===== config.mk =====
export PLATFORM = sky130hd
export DESIGN_NAME = gravity_ctrl
export DESIGN_NICKNAME = d
export VERILOG_FILES = /design/src/rtl/gravity_pkg.sv /design/src/rtl/grav_contact.sv /design/src/rtl/gravity_ctrl.sv
export SDC_FILE = /design/constraint.sdc
export NUM_CORES = 1
export LEC_CHECK = 0
export BUFFER_PORTS_ARGS = -buffer_cell sky130_fd_sc_hd__buf_2
export CAP_MARGIN = 10
export CELL_PAD_IN_SITES_DETAIL_PLACEMENT = 0
export CELL_PAD_IN_SITES_GLOBAL_PLACEMENT = 2
export CORE_ASPECT_RATIO = 0.9
export CORE_MARGIN = 1.5
export CORE_UTILIZATION = 30
export CTS_CLUSTER_DIAMETER = 80
export CTS_CLUSTER_SIZE = 12
export DETAILED_ROUTE_END_ITERATION = 8
export PLACE_DENSITY = 0.85
export SLEW_MARGIN = 30
export SYNTH_ARGS = -nofsm -noshare
export SYNTH_HDL_FRONTEND = slang
export SYNTH_SLANG_ARGS = --single-unit

===== constraint.sdc =====
create_clock -name clk -period 1.58 [get_ports clk]
set_input_delay 0.316 -clock clk [delete_from_list [all_inputs] [get_ports clk]]
set_output_delay 0.316 -clock clk [all_outputs]
set_load 0.01 [all_outputs]

===== src/rtl/gravity_pkg.sv =====
// Shared definitions for the gravity-flip controller: FSM encoding and
// default contact-height geometry.
package gravity_pkg;

  typedef enum logic [1:0] {
    ST_IDLE     = 2'd0,
    ST_BUFFERED = 2'd1,
    ST_COOLDOWN = 2'd2
  } state_e;

  localparam int unsigned DN_BASE_DEF = 120;
  localparam int unsigned UP_BASE_DEF = 60;
  localparam int unsigned PITCH_DEF   = 120;

endpackage


===== src/rtl/grav_contact.sv =====
// Combinational contact detector: is the player exactly at the contact
// height of a present, flippable line for the current gravity direction?
module grav_contact
  import gravity_pkg::*;
#(
  parameter int unsigned          NUM_LINES = 3,
  parameter int unsigned          HEIGHT_W  = 9,
  parameter int unsigned          DN_BASE   = DN_BASE_DEF,
  parameter int unsigned          UP_BASE   = UP_BASE_DEF,
  parameter int unsigned          PITCH     = PITCH_DEF,
  parameter logic [NUM_LINES-1:0] DN_MASK   = 3'b011,
  parameter logic [NUM_LINES-1:0] UP_MASK   = 3'b110
) (
  input  logic                 dir,
  input  logic [NUM_LINES-1:0] lines,
  input  logic [HEIGHT_W-1:0]  height,
  output logic                 contact_c
);

  logic [NUM_LINES-1:0] hit;

  // Heights are compared zero-extended, so a contact height beyond the
  // height range can never match.
  for (genvar k = 0; k < NUM_LINES; k++) begin : g_line
    localparam int unsigned DN_H = DN_BASE + 32'(k) * PITCH;
    localparam int unsigned UP_H = UP_BASE + 32'(k) * PITCH;
    assign hit[k] = lines[k] & (dir ? (UP_MASK[k] & (32'(height) == UP_H))
                                    : (DN_MASK[k] & (32'(height) == DN_H)));
  end

  assign contact_c = |hit;

endmodule


===== src/rtl/gravity_ctrl.sv =====
// Gravity-flip controller: button edge detection, press buffering until
// contact, post-flip cooldown, flip counting and freeze while dead.
module gravity_ctrl
  import gravity_pkg::*;
#(
  parameter int unsigned          NUM_LINES = 3,
  parameter int unsigned          HEIGHT_W  = 9,
  parameter int unsigned          DN_BASE   = DN_BASE_DEF,
  parameter int unsigned          UP_BASE   = UP_BASE_DEF,
  parameter int unsigned          PITCH     = PITCH_DEF,
  parameter logic [NUM_LINES-1:0] DN_MASK   = 3'b011,
  parameter logic [NUM_LINES-1:0] UP_MASK   = 3'b110,
  parameter int unsigned          BUF_CYC   = 8,
  parameter int unsigned          COOLDOWN  = 16,
  parameter int unsigned          CNT_W     = 8
) (
  input  logic                 clk,
  input  logic                 reset,
  input  logic                 is_dead,
  input  logic                 switch,
  input  logic [NUM_LINES-1:0] lines,
  input  logic [HEIGHT_W-1:0]  height,
  output logic                 dir,
  output logic                 flip_pulse,
  output logic [CNT_W-1:0]     flip_count,
  output logic                 busy
);

  localparam int unsigned TMR_MAX = (BUF_CYC > COOLDOWN) ? BUF_CYC : COOLDOWN;
  localparam int unsigned TMR_W   = (TMR_MAX < 2) ? 1 : $clog2(TMR_MAX + 1);

  state_e             state_q, state_d;
  logic [TMR_W-1:0]   tmr_q, tmr_d;
  logic               sw_q;
  logic               dir_q, dir_d;
  logic               pulse_q, pulse_d;
  logic [CNT_W-1:0]   cnt_q, cnt_d;
  logic               busy_q, busy_d;
  logic               contact_c;
  logic               req_c;
  logic               flip_c;

  grav_contact #(
    .NUM_LINES (NUM_LINES),
    .HEIGHT_W  (HEIGHT_W),
    .DN_BASE   (DN_BASE),
    .UP_BASE   (UP_BASE),
    .PITCH     (PITCH),
    .DN_MASK   (DN_MASK),
    .UP_MASK   (UP_MASK)
  ) u_contact (
    .dir       (dir_q),
    .lines     (lines),
    .height    (height),
    .contact_c (contact_c)
  );

  assign req_c = switch & ~sw_q;

  // Next-state and output logic; everything holds while the player is dead.
  always_comb begin
    state_d = state_q;
    tmr_d   = tmr_q;
    dir_d   = dir_q;
    cnt_d   = cnt_q;
    pulse_d = 1'b0;
    flip_c  = 1'b0;

    if (!is_dead) begin
      case (state_q)
        ST_IDLE: begin
          if (req_c) begin
            if (contact_c) begin
              flip_c = 1'b1;
            end else if (BUF_CYC != 0) begin
              state_d = ST_BUFFERED;
              tmr_d   = TMR_W'(BUF_CYC);
            end
          end
        end
        ST_BUFFERED: begin
          if (contact_c) begin
            flip_c = 1'b1;
          end else if (req_c) begin
            tmr_d = TMR_W'(BUF_CYC);
          end else begin
            tmr_d = tmr_q - TMR_W'(1);
            if (tmr_q <= TMR_W'(1)) state_d = ST_IDLE;
          end
        end
        ST_COOLDOWN: begin
          tmr_d = tmr_q - TMR_W'(1);
          if (tmr_q <= TMR_W'(1)) state_d = ST_IDLE;
        end
        default: begin
          state_d = ST_IDLE;
          tmr_d   = '0;
        end
      endcase

      if (flip_c) begin
        dir_d   = ~dir_q;
        pulse_d = 1'b1;
        if (cnt_q != '1) cnt_d = cnt_q + CNT_W'(1);
        if (COOLDOWN != 0) begin
          state_d = ST_COOLDOWN;
          tmr_d   = TMR_W'(COOLDOWN);
        end else begin
          state_d = ST_IDLE;
          tmr_d   = '0;
        end
      end
    end

    busy_d = (state_d != ST_IDLE);
  end

  // sw_q resets high so a button held through reset is not a request.
  always_ff @(posedge clk or negedge reset) begin
    if (!reset) begin
      state_q <= ST_IDLE;
      tmr_q   <= '0;
      sw_q    <= 1'b1;
      dir_q   <= 1'b0;
      pulse_q <= 1'b0;
      cnt_q   <= '0;
      busy_q  <= 1'b0;
    end else begin
      state_q <= state_d;
      tmr_q   <= tmr_d;
      sw_q    <= switch;
      dir_q   <= dir_d;
      pulse_q <= pulse_d;
      cnt_q   <= cnt_d;
      busy_q  <= busy_d;
    end
  end

  assign dir        = dir_q;
  assign flip_pulse = pulse_q;
  assign flip_count = cnt_q;
  assign busy       = busy_q;

endmodule


======== Yosys cells after proc, flatten, opt, wreduce, memory -nomap -nowiden ========
Cells that the tools add are included.
cells by class
  equality and inequality tests ........... 10
  add/sub/neg operators ................... 2
  order comparisons ....................... 1
  multiplexer cells ....................... 23
  bitwise operators ....................... 7
  reduce and logical (&&, ||, !) cells .... 6
operators with widths
  kind                                                                              count
  5-bit two-way mux                                                                 5
  9-bit by 8-bit equality test with 1-bit output, second input constant             2
  5-bit case mux with 3 select lines                                                1
  2-bit two-way mux                                                                 7
  9-bit by 7-bit equality test with 1-bit output, second input constant             1
  9-bit equality test, second input constant                                        1
  3-bit inequality test, second input constant                                      3
  8-bit by 1-bit adder with 8-bit output, second input constant                     1
  1-bit two-way mux                                                                 8
  8-bit inequality test, second input constant                                      1
  2-bit case mux with 3 select lines                                                1
  5-bit by 1-bit less-or-equal comparator with 1-bit output, second input constant  1
  5-bit by 1-bit subtractor with 5-bit output, second input constant                1
  1-bit AND                                                                         4
  4-bit AND reduction                                                               1
  1-bit inverter                                                                    3
  3-bit AND reduction                                                               1
  3-bit OR reduction                                                                1
  2-bit by 1-bit equality test with 1-bit output, second input constant             1
  2-bit equality test, second input constant                                        1
  2-bit zero test                                                                   1
  1-bit case mux with 2 select lines                                                1
  2-bit AND reduction                                                               1
  2-bit nonzero test                                                                1
word-level totals
  output and inout port bits .............. 11
  register bits ........................... 19

======== Logic depth before layout (Yosys ltp) ========
Gate-level depths: netlist of run 1.
  word-level depth ........................ 11
  gate-level depth with buffers ........... 7

======== By module ========
A second synthesis of run 1 with hierarchy kept.
second synthesis, totals
  cell total of the unflattened synthesis .. 118
  area total of the unflattened synthesis .. 1118.6 µm²
modules (own cells, without submodules)
  module        area each (µm²)  instances  cells each
  gravity_ctrl  1048.5           1          106
  grav_contact  70.1             1          12

======== Worst setup path before layout of run 1 ========
No wires, ideal clock.
  path type ............................... register to register
  from .................................... register dir_q, in the netlist dir
  to ...................................... register cnt_q[6], in the netlist flip_count[6]
  stages on the path, launching flop included .. 6
  slack ................................... -109 ps
  buffers on the path ..................... 0
  data required time ...................... 1455 ps
  setup time .............................. 125 ps
  clock period less this slack ............ 1689 ps
  data arrival time ....................... 1564 ps
  cell sequence ........................... dfrtp_1 > nor3b_1 > o221ai_2 > o22ai_4 > nand4_2 > mux2_4
between the ends
  longest elaborated chain between the ends .. 8
  elaborated cells on any way between the ends .. 12
  those cells by class .................... 7 x mux; 3 x bitwise; 2 x reduce/logical
RTL lines
  item                                    line                                    text
  start, declared                         gravity_ctrl.sv:35                      logic dir_q, dir_d;
  start signal, assigned                  gravity_ctrl.sv:132                     dir_q <= dir_d;
  1-bit two-way mux                       grav_contact.sv:27                      assign hit[k] = lines[k] & (dir ? (UP_MASK[k] & (32'(height) == UP_H))
  1-bit AND                               grav_contact.sv:27
  3-bit OR reduction *                    grav_contact.sv:31                      assign contact_c = |hit;
  1-bit two-way mux *                     gravity_ctrl.sv:73, gravity_ctrl.sv:82
  1-bit two-way mux                       gravity_ctrl.sv:72                      if (req_c) begin
  1-bit case mux with 2 select lines *    gravity_ctrl.sv:70                      case (state_q)
  1-bit two-way mux *                     gravity_ctrl.sv:69                      if (!is_dead) begin
  3-bit AND reduction (no source line) *  -
  end signal, assigned                    gravity_ctrl.sv:134                     cnt_q <= cnt_d;
  end, declared                           gravity_ctrl.sv:37                      logic [CNT_W-1:0] cnt_q, cnt_d;
Mark *: on every way between the ends. The rest lies on a longest branch, timed or not. The select of a mux whose other input is x is not followed.
A chain may end at the register's enable or synchronous reset.

======== Worst setup path after layout of run 1 ========
  from .................................... register dir_q, in the netlist dir
  to ...................................... register busy_q, in the netlist busy
between the ends
  longest elaborated chain between the ends .. 10
  elaborated cells on any way between the ends .. 18
  those cells by class .................... 13 x mux; 3 x bitwise; 2 x reduce/logical
RTL lines
  item                                line                                    text
  1-bit two-way mux                   grav_contact.sv:27
  1-bit AND                           grav_contact.sv:27
  3-bit OR reduction *                grav_contact.sv:31
  1-bit two-way mux                   gravity_ctrl.sv:73, gravity_ctrl.sv:82
  1-bit two-way mux                   gravity_ctrl.sv:72
  1-bit case mux with 2 select lines  gravity_ctrl.sv:70
  1-bit two-way mux                   gravity_ctrl.sv:69
  2-bit two-way mux *                 gravity_ctrl.sv:101                     if (flip_c) begin
  2-bit two-way mux *                 gravity_ctrl.sv:69
  2-bit nonzero test *                gravity_ctrl.sv:115                     busy_d = (state_d != ST_IDLE);
  via busy_d                          gravity_ctrl.sv:38                      logic busy_q, busy_d;
  end signal, assigned                gravity_ctrl.sv:135                     busy_q <= busy_d;
  end, declared                       gravity_ctrl.sv:38
The timed path passes the listed nets; every way through them passes the cells marked *. The select of a mux whose other input is x is not followed.

==> results of run 1 <==
[layout by cell type, fill, tap and decap left out, types with 2 or more instances in the layout]
cell type	synthesis	routed
dfrtp_1	18	17
clkbuf_8	1	3
ha_1	3	3
xnor2_1	5	5
nor2_1	11	10
nor3b_4	1	2
o21ai_1	0	2
inv_1	5	5
nor3b_2	1	2
nand2b_1	3	3
nand4_1	3	3
and4_1	2	2
nand2_1	11	11
buf_2	1	26
nor2b_1	3	2
xor2_1	2	2
buf_4	0	10
o32a_1	3	3
o21ai_0	5	3
nand3_1	2	2
buf_6	0	3
mux2_4	1	2
and3b_2	3	3
nor3_1	3	3
[layer usage]
| layer | share of wire | global-route usage | vias up |
|---|---|---|---|
| li1 | - | - | 511 |
| met1 | 0.50 | 0.185 | 490 |
| met2 | 0.44 | 0.186 | 22 |
| met3 | 0.060 | 0.0240 | 2 |
| met4 | 0.0076 | 0.0361 | 0 |
| met5 | 0 | 0 | - |
[cell families (layout without fill, tap and decap cells)]
logic type	Yosys count	count (layout)	share of synthesized area
buffers and inverters	9	48	0.0377
adders and majority gates	3	3	0.0306
AOI/OAI and AO/OA	22	22	0.167
DFF	19	19	0.388
xor gates and xnor gates	7	7	0.0499
muxes	3	3	0.0305
and+or+nand+nor	56	56	0.296
[layout make-up]
cell class / instances / area, um^2
clock buffer: 3 / 41.3
inverter: 5 / 18.8
sequential: 19 / 478
multi-input combinational: 91 / 738
fill: 381 / 2230
tap: 46 / 57.6
clock inverter: 1 / 7.51
timing repair buffer: 39 / 239
[worst min path at each step]
stage / to / slack [ns] / depth (start not counted)
floorplan: busy$_DFF_PN0_ / 0.02 / 0
global placement: flip_pulse$_DFF_PN0_ / 0.29 / 1
detailed placement: state_q[1]$_DFF_PN0_ / 0.28 / 1
CTS: flip_count[6]$_DFFE_PN0P_ / 0.005 / 1
global route: flip_count[4]$_DFFE_PN0P_ / 0.02 / 1
finish: flip_count[6]$_DFFE_PN0P_ / -0.008 / 1
[power groups by stage]
stage	Combinational, mW	Sequential (mW)	Clock (mW)
3_5_place_dp	0.459	0.660	0
6_report	0.491	0.658	0.345
3_3_place_gp	0.452	0.658	0
5_1_grt	0.556	0.672	0.382
4_1_cts	0.466	0.650	0.358
2_1_floorplan	0.348	0.649	0
[per-stage QoR]
step                power (mW)  utilization
CTS                       1.47        0.405
floorplan                0.997            -
detailed placement        1.12        0.390
global placement          1.11        0.390
global route              1.61        0.415
finish                    1.49        0.415
[registers in the layout, indices dropped and copies added, names as in the netlist]
register	count
busy	1
sw_q	1
flip_pulse	1
tmr_q	5
state_q	2
flip_count	8
dir	1
[repair_timing]
action	in CTS	in global routing
resized for setup	1	10
pin swaps	4	2
setup endpoints to repair	4	10
buffers inserted	1	0
==> summary.md, run 1 <==
| Metric | Value |
|---|---|
| CP Capture Point | `busy$_DFF_PN0_` |
| Reg2reg setup slack | `between 0.007 and 0.008 ns` |
| Total CTS buffers | `3` |
| Crit path setup slack, layout | `around 0.0075 ns` |
| Clk Latency, worst-skew pair | `around 0.25 ns` |
| Global-route wire length before repair | `approximately 4500 um` |
| Hold Vio Cnt, Final | `15` |
| # nets final | `178` |
| Chip Width | `70.5 um` |
| Biggest area consumer among synthesized cells | `dfrtp_1` |
| Sequential Power Share | `0.440` |
| CTS tree | `built` |
| Die area | `between 4000 and 5000 um^2` |
| Clk Tree Root Cell | `clkbuf_8` |
| Failing checks | `negative hold slack` |
| Starting Density | `0.322` |
| Post-DR vias/cell | `around 5.0` |
| Worst IR Drop VDD | `415 uV` |
| Initial antenna violation count | `0` |
| Total global routing overflow | `0` |
| Sequential-to-total area share from yosys stat | `0.388` |
| Worst hold margin | `-0.00843 ns` |
| Vias in the first global route | `approximately 970` |
| Sw Pwr | `0.493 mW` |
| WS Path Type | `flip-flop to flip-flop` |
| Syn_area_per_cell | `10.3 um^2` |
| 1st-iter DRT viols | `28` |
| Prevailing post-synth register cell | `dfrtp_1` |
| Final setup fails | `0` |
| Pre-CTS setup slack | `-0.184 ns` |
| Cells on worst reg2reg path | `6` |
| Worst path max stage delay | `~0.44 ns` |
| Die height | `roughly 64 um` |
| Leakage | `~0.74 nW` |
| Ys async rst share | `1.00` |
| Largest net degree at the start of global routing | `20` |
| Total vias in the final route | `just over 1,000` |
| Placed Cells | `199` |
| Hold_buf cts | `0` |
| GPL Wtd Cong | `0.766` |
| # rows | `21` |
| Netlist Area Pre-Place | `about 1200 um^2` |
| Area added between synthesis and finish | `28.6%` |
| Slew @ Worst Pin | `around 0.44 ns` |
| ANT cells | `0` |
| Worst Path Max Fanout | `4` |
| Normalized max-slew margin | `0.709` |
| Crit path cell chain | `and3b_2 -> nand4_4 -> buf_6 -> o21ai_2 -> o32a_1 -> o32a_1` |
| Critical Path RT | `1.72 ns` |
| CP delay by family, top | `compound AO/OA/AOI/OAI gates` |
| DP Area | `1490 um^2` |
| Worst EP arrival | `about 1.7 ns` |
| EDFF count, synth | `0` |
| Clock sink count | `19` |
| Type of origin of the critical path | `flip-flop` |
| Setup_tns | `0 ns` |
| Master of the slowest instance on the critical path | `dfrtp_2` |
| Critical path depth | `6` |
| Core area | `3810 um^2` |
| Max-cap violations | `0` |
| Worst Path Buf+Inv | `1` |
| RSZ-0062 raised after global routing | `true` |
| CTS H-tree lvls | `1` |
| Cell mode on critical path | `o32a_1` |
| R2r startpoint | `dir$_DFFE_PN0P_` |
| Most frequent cell after synthesis | `dfrtp_1` |
| Clock transition at the registers of the reported paths | `roughly 0.08 ns` |
| Library cells used by synthesis | `51` |
| Worst Setup End Kind | `flip-flop` |
| Global Route Usage Sum | `0.126` |
| Net Sw Frac | `0.330` |
| Final min period | `between 1.5 and 2 ns` |
| Syn nets | `between 100 and 150` |
| Synth cell count leaders | `18 x dfrtp_1, 11 x nand2_1, 11 x nor2_1` |
| Detail Route Antenna Nets | `0` |
| Synth Warn # | `0` |
| DR pass1 iterations | `4` |
| FF+latch count, synth | `19` |
| Clk buf depth | `2` |
| Run status | `finished with violations` |
| Share of cells above drive strength 1 | `0.430` |
| F_max | `between 600 and 700 MHz` |
| Fin cells | `between 200 and 250` |
| Final Cell Area | `around 1600 um^2` |
| Critical path origin | `dir$_DFFE_PN0P_` |
| Pins Over Slew Limit | `0` |
| WL/cell | `approximately 13 um` |
| Worst Skew | `approximately 0.0058 ns` |
| Clock share of power | `0.231` |
| Port Buffers | `26` |
| Reg2reg end | `busy$_DFF_PN0_` |
| Cells after synthesis | `about 120` |
| Pwr dens | `between 900 and 1000 nW/um^2` |
| Period utilization | `0.995` |
| Internal | `approximately 1 mW` |
| Routed wire length | `between 2000 and 3000 um` |
| Leading post-synthesis cells by cell area | `dfrtp_1 37%, xnor2_1 3.6%, nand2_1 3.4%` |
| DRC Markers | `0` |
| Comb pwr share | `0.329` |
| I/O pins | `27` |
| Hpwl dp | `around 2000 um` |
| Area share of the leading cell type in the synthesized netlist | `0.367` |
| Hold WC Path Type | `input pin to async pin` |
Power figures use the tool's default switching activity.
==> run 2: changes to the inputs <==
--- a/config.mk
+++ b/config.mk
@@ -11,12 +11,13 @@
 export CELL_PAD_IN_SITES_GLOBAL_PLACEMENT = 2
 export CORE_ASPECT_RATIO = 0.9
 export CORE_MARGIN = 1.5
-export CORE_UTILIZATION = 30
+export CORE_UTILIZATION = 28
 export CTS_CLUSTER_DIAMETER = 80
 export CTS_CLUSTER_SIZE = 12
 export DETAILED_ROUTE_END_ITERATION = 8
-export PLACE_DENSITY = 0.85
+export PLACE_DENSITY = 0.84
 export SLEW_MARGIN = 30
 export SYNTH_ARGS = -nofsm -noshare
 export SYNTH_HDL_FRONTEND = slang
+export SYNTH_HIERARCHICAL = 1
 export SYNTH_SLANG_ARGS = --single-unit
==> summary.md, run 2 <==
| Metric | Value |
|---|---|
| Prevailing post-synth register cell | `dfrtp_1` |
| Worst hold margin | `-0.0107 ns` |
| Routed wire length | `around 2700 um` |
| RSZ-0062 raised after global routing | `true` |
| I/O pins | `27` |
| Total global routing overflow | `0` |
| Slew @ Worst Pin | `around 0.44 ns` |
| Total CTS buffers | `3` |
| Ys async rst share | `1.00` |
| Post-DR vias/cell | `5.04` |
| F_max | `between 500 and 600 MHz` |
| Leading post-synthesis cells by cell area | `dfrtp_1 40%, a21oi_1 4.5%, o21ai_0 4.0%` |
| Worst Skew | `roughly 0.0026 ns` |
| Syn_area_per_cell | `~9.5 um^2` |
| # rows | `21` |
| Normalized max-slew margin | `0.707` |
| Worst Path Buf+Inv | `1` |
| Final setup fails | `18` |
| Total vias in the final route | `roughly 1,100` |
| Netlist Area Pre-Place | `between 1000 and 1500 um^2` |
| Detail Route Antenna Nets | `0` |
| Chip Width | `a little under 70 um` |
| Crit path cell chain | `nand2_1 -> a31oi_1 -> a2111oi_0 -> and3_1 -> nor2b_4 -> o211ai_4 -> inv_4 -> nand4_1 -> mux2_4` |
| Most frequent cell after synthesis | `dfrtp_1` |
| Sequential-to-total area share from yosys stat | `0.426` |
| Die height | `around 63 um` |
| WS Path Type | `flip-flop to flip-flop` |
| # nets final | `around 180` |
| Fin cells | `roughly 210` |
| Fill count | `387` |
| Pwr dens | `~1000 nW/um^2` |
| Largest register FFs | `8` |
| Port Buffers | `26` |
| Syn nets | `approximately 140` |
| Critical Path RT | `approximately 1.7 ns` |
| Synth Warn # | `6` |
| Hold Vio Cnt, Final | `18` |
| Hpwl dp | `1960 um` |
| Global-route wire length before repair | `about 4500 um` |
| EDFF count, synth | `0` |
| Final Cell Area | `between 1500 and 2000 um^2` |
| Leakage | `around 0.74 nW` |
| DRC Markers | `0` |
| Initial antenna violation count | `0` |
| Most frequent cells in the layout | `26 x buf_2, 17 x dfrtp_1, 14 x buf_4, 10 x a21oi_1, 9 x nand2_1` |
| Cells after synthesis | `approximately 120` |
| Biggest area consumer among synthesized cells | `dfrtp_1` |
| CTS H-tree lvls | `1` |
| WL/cell | `12.7 um` |
| Final min period | `about 2 ns` |
| R2r startpoint | `dir$_DFFE_PN0P_` |
| Max-cap violations | `0` |
| CP delay by family, top | `simple AND/OR/NAND/NOR gates` |
| Clock sink count | `19` |
| Placed Cells | `a little over 200` |
| Area share of the leading cell type in the synthesized netlist | `0.403` |
| Library cells used by synthesis | `45` |
| Hold WC Path Type | `input pin to async pin` |
| Synth cell count leaders | `18 x dfrtp_1, 10 x a21oi_1, 9 x nand2_1, 9 x o21ai_0` |
| Clk Latency, worst-skew pair | `around 0.26 ns` |
| Final Power | `~1.6 mW` |
| Clk buf depth | `2` |
| Final core utilization | `0.405` |
| Die area | `roughly 4400 um^2` |
| Global Route Usage Sum | `0.125` |
| Worst Path Max Fanout | `6` |
| DP Area | `approximately 1400 um^2` |
| Vias in the first global route | `1,032` |
| Worst path max stage delay | `about 0.44 ns` |
| Failing checks | `negative hold slack, negative setup slack` |
| Largest net degree at the start of global routing | `20` |
| Worst Setup End Kind | `flip-flop` |
| Clock transition at the registers of the reported paths | `0.08 ns` |
| Clk Tree Root Cell | `clkbuf_8` |
| Period utilization | `1.26` |
| Pins Over Slew Limit | `0` |
| Run status | `finished with violations` |
| 1st-iter DRT viols | `35` |
| Starting Density | `0.296` |
| CTS tree | `built` |
| Core area | `around 3800 um^2` |
| Commonest non-fill, non-tap cell in the layout | `buf_2` |
| Master of the slowest instance on the critical path | `dfrtp_2` |
| Area added between synthesis and finish | `37.0%` |
| DR pass1 iterations | `4` |
| FF+latch count, synth | `19` |
| Type of origin of the critical path | `flip-flop` |
| Critical path origin | `dir$_DFFE_PN0P_` |
| ANT cells | `0` |
| Worst IR Drop VDD | `around 360 uV` |
| GPL Wtd Cong | `roughly 0.84` |
| Crit path setup slack, layout | `-0.415 ns` |
| Share of cells above drive strength 1 | `0.393` |
| Setup_tns | `-4.81 ns` |
| Worst EP arrival | `2.14 ns` |
## run 2: changes by cell type after synthesis, moves of 4 or more
| cell | change |
|---|---|
| nor2_1 | -5 |
| a21oi_1 | +9 |
| o21ai_0 | +4 |
| xnor2_1 | -4 |
## run 2: kinds of logic after synthesis
family / after synthesis / synth area share
adders and majority gates: 3 / 0.0336
buffers and inverters: 11 / 0.0492
xor gates and xnor gates: 2 / 0.0157
and+or+nand+nor: 38 / 0.185
AOI/OAI and AO/OA: 41 / 0.252
muxes: 4 / 0.0391
DFF: 19 / 0.426
## run 2: timing repair
item | CTS | global route
hold buffers | 0 | 0
pin swaps | 5 | 10
endpoints found under the setup margin | 17 | 18
gates resized for setup | 11 | 7
buffers inserted | 1 | 4
## run 2: layout make-up
class	instances	area [um^2]	area share
clock inverters	1	5.00	0.00327
clock buffers	3	41.3	0.0269
inverters	8	32.5	0.0212
repair buffers	44	280	0.183
well taps	46	57.6	0.0376
flip-flops and latches	19	478	0.312
multi-input cells	88	638	0.416
## run 2: worst paths after layout
| kind | endpoint | slack, ns | cells after the start |
|---|---|---|---|
| worst max-delay path | flip_count[6]$_DFFE_PN0P_ | -0.41 | 9 |
| worst min-delay path | flip_count[3]$_DFFE_PN0P_ | -0.01 | 1 |
| worst max register to register | flip_count[6]$_DFFE_PN0P_ | -0.41 | 9 |
| worst min register to register | tmr_q[4]$_DFFE_PN0P_ | 0.54 | 1 |
| max in group asynchronous | sw_q$_DFF_PN1_ | 1.25 | 1 |
| min in group clk | sw_q$_DFF_PN1_ | 0.17 | 1 |
## run 2: through the flow
step / setup slack [ns] / hold WS [ns]
CTS: -0.414 / 0.0111
global route: -0.560 / 0.0202
global placement: -0.443 / 0.284
detailed placement: -0.465 / 0.290
floorplan: -0.347 / 0.0204
finish: -0.415 / -0.0107
## run 2: layer usage
layer	part of all wire	track usage	wire [um]	vias up
met4	0.0075	0.0433	20	0
met2	0.47	0.203	1250	21
li1	-	-	-	528
met1	0.47	0.164	1250	502
met3	0.053	0.0306	141	2
met5	0	0	0	-
## run 2: power by group
| group | switching, mW | internal (mW) |
|---|---|---|
| logic | 0.275 | 0.276 |
| registers | 0.124 | 0.577 |
| clock network | 0.175 | 0.175 |
| total | 0.573 | 1.03 |
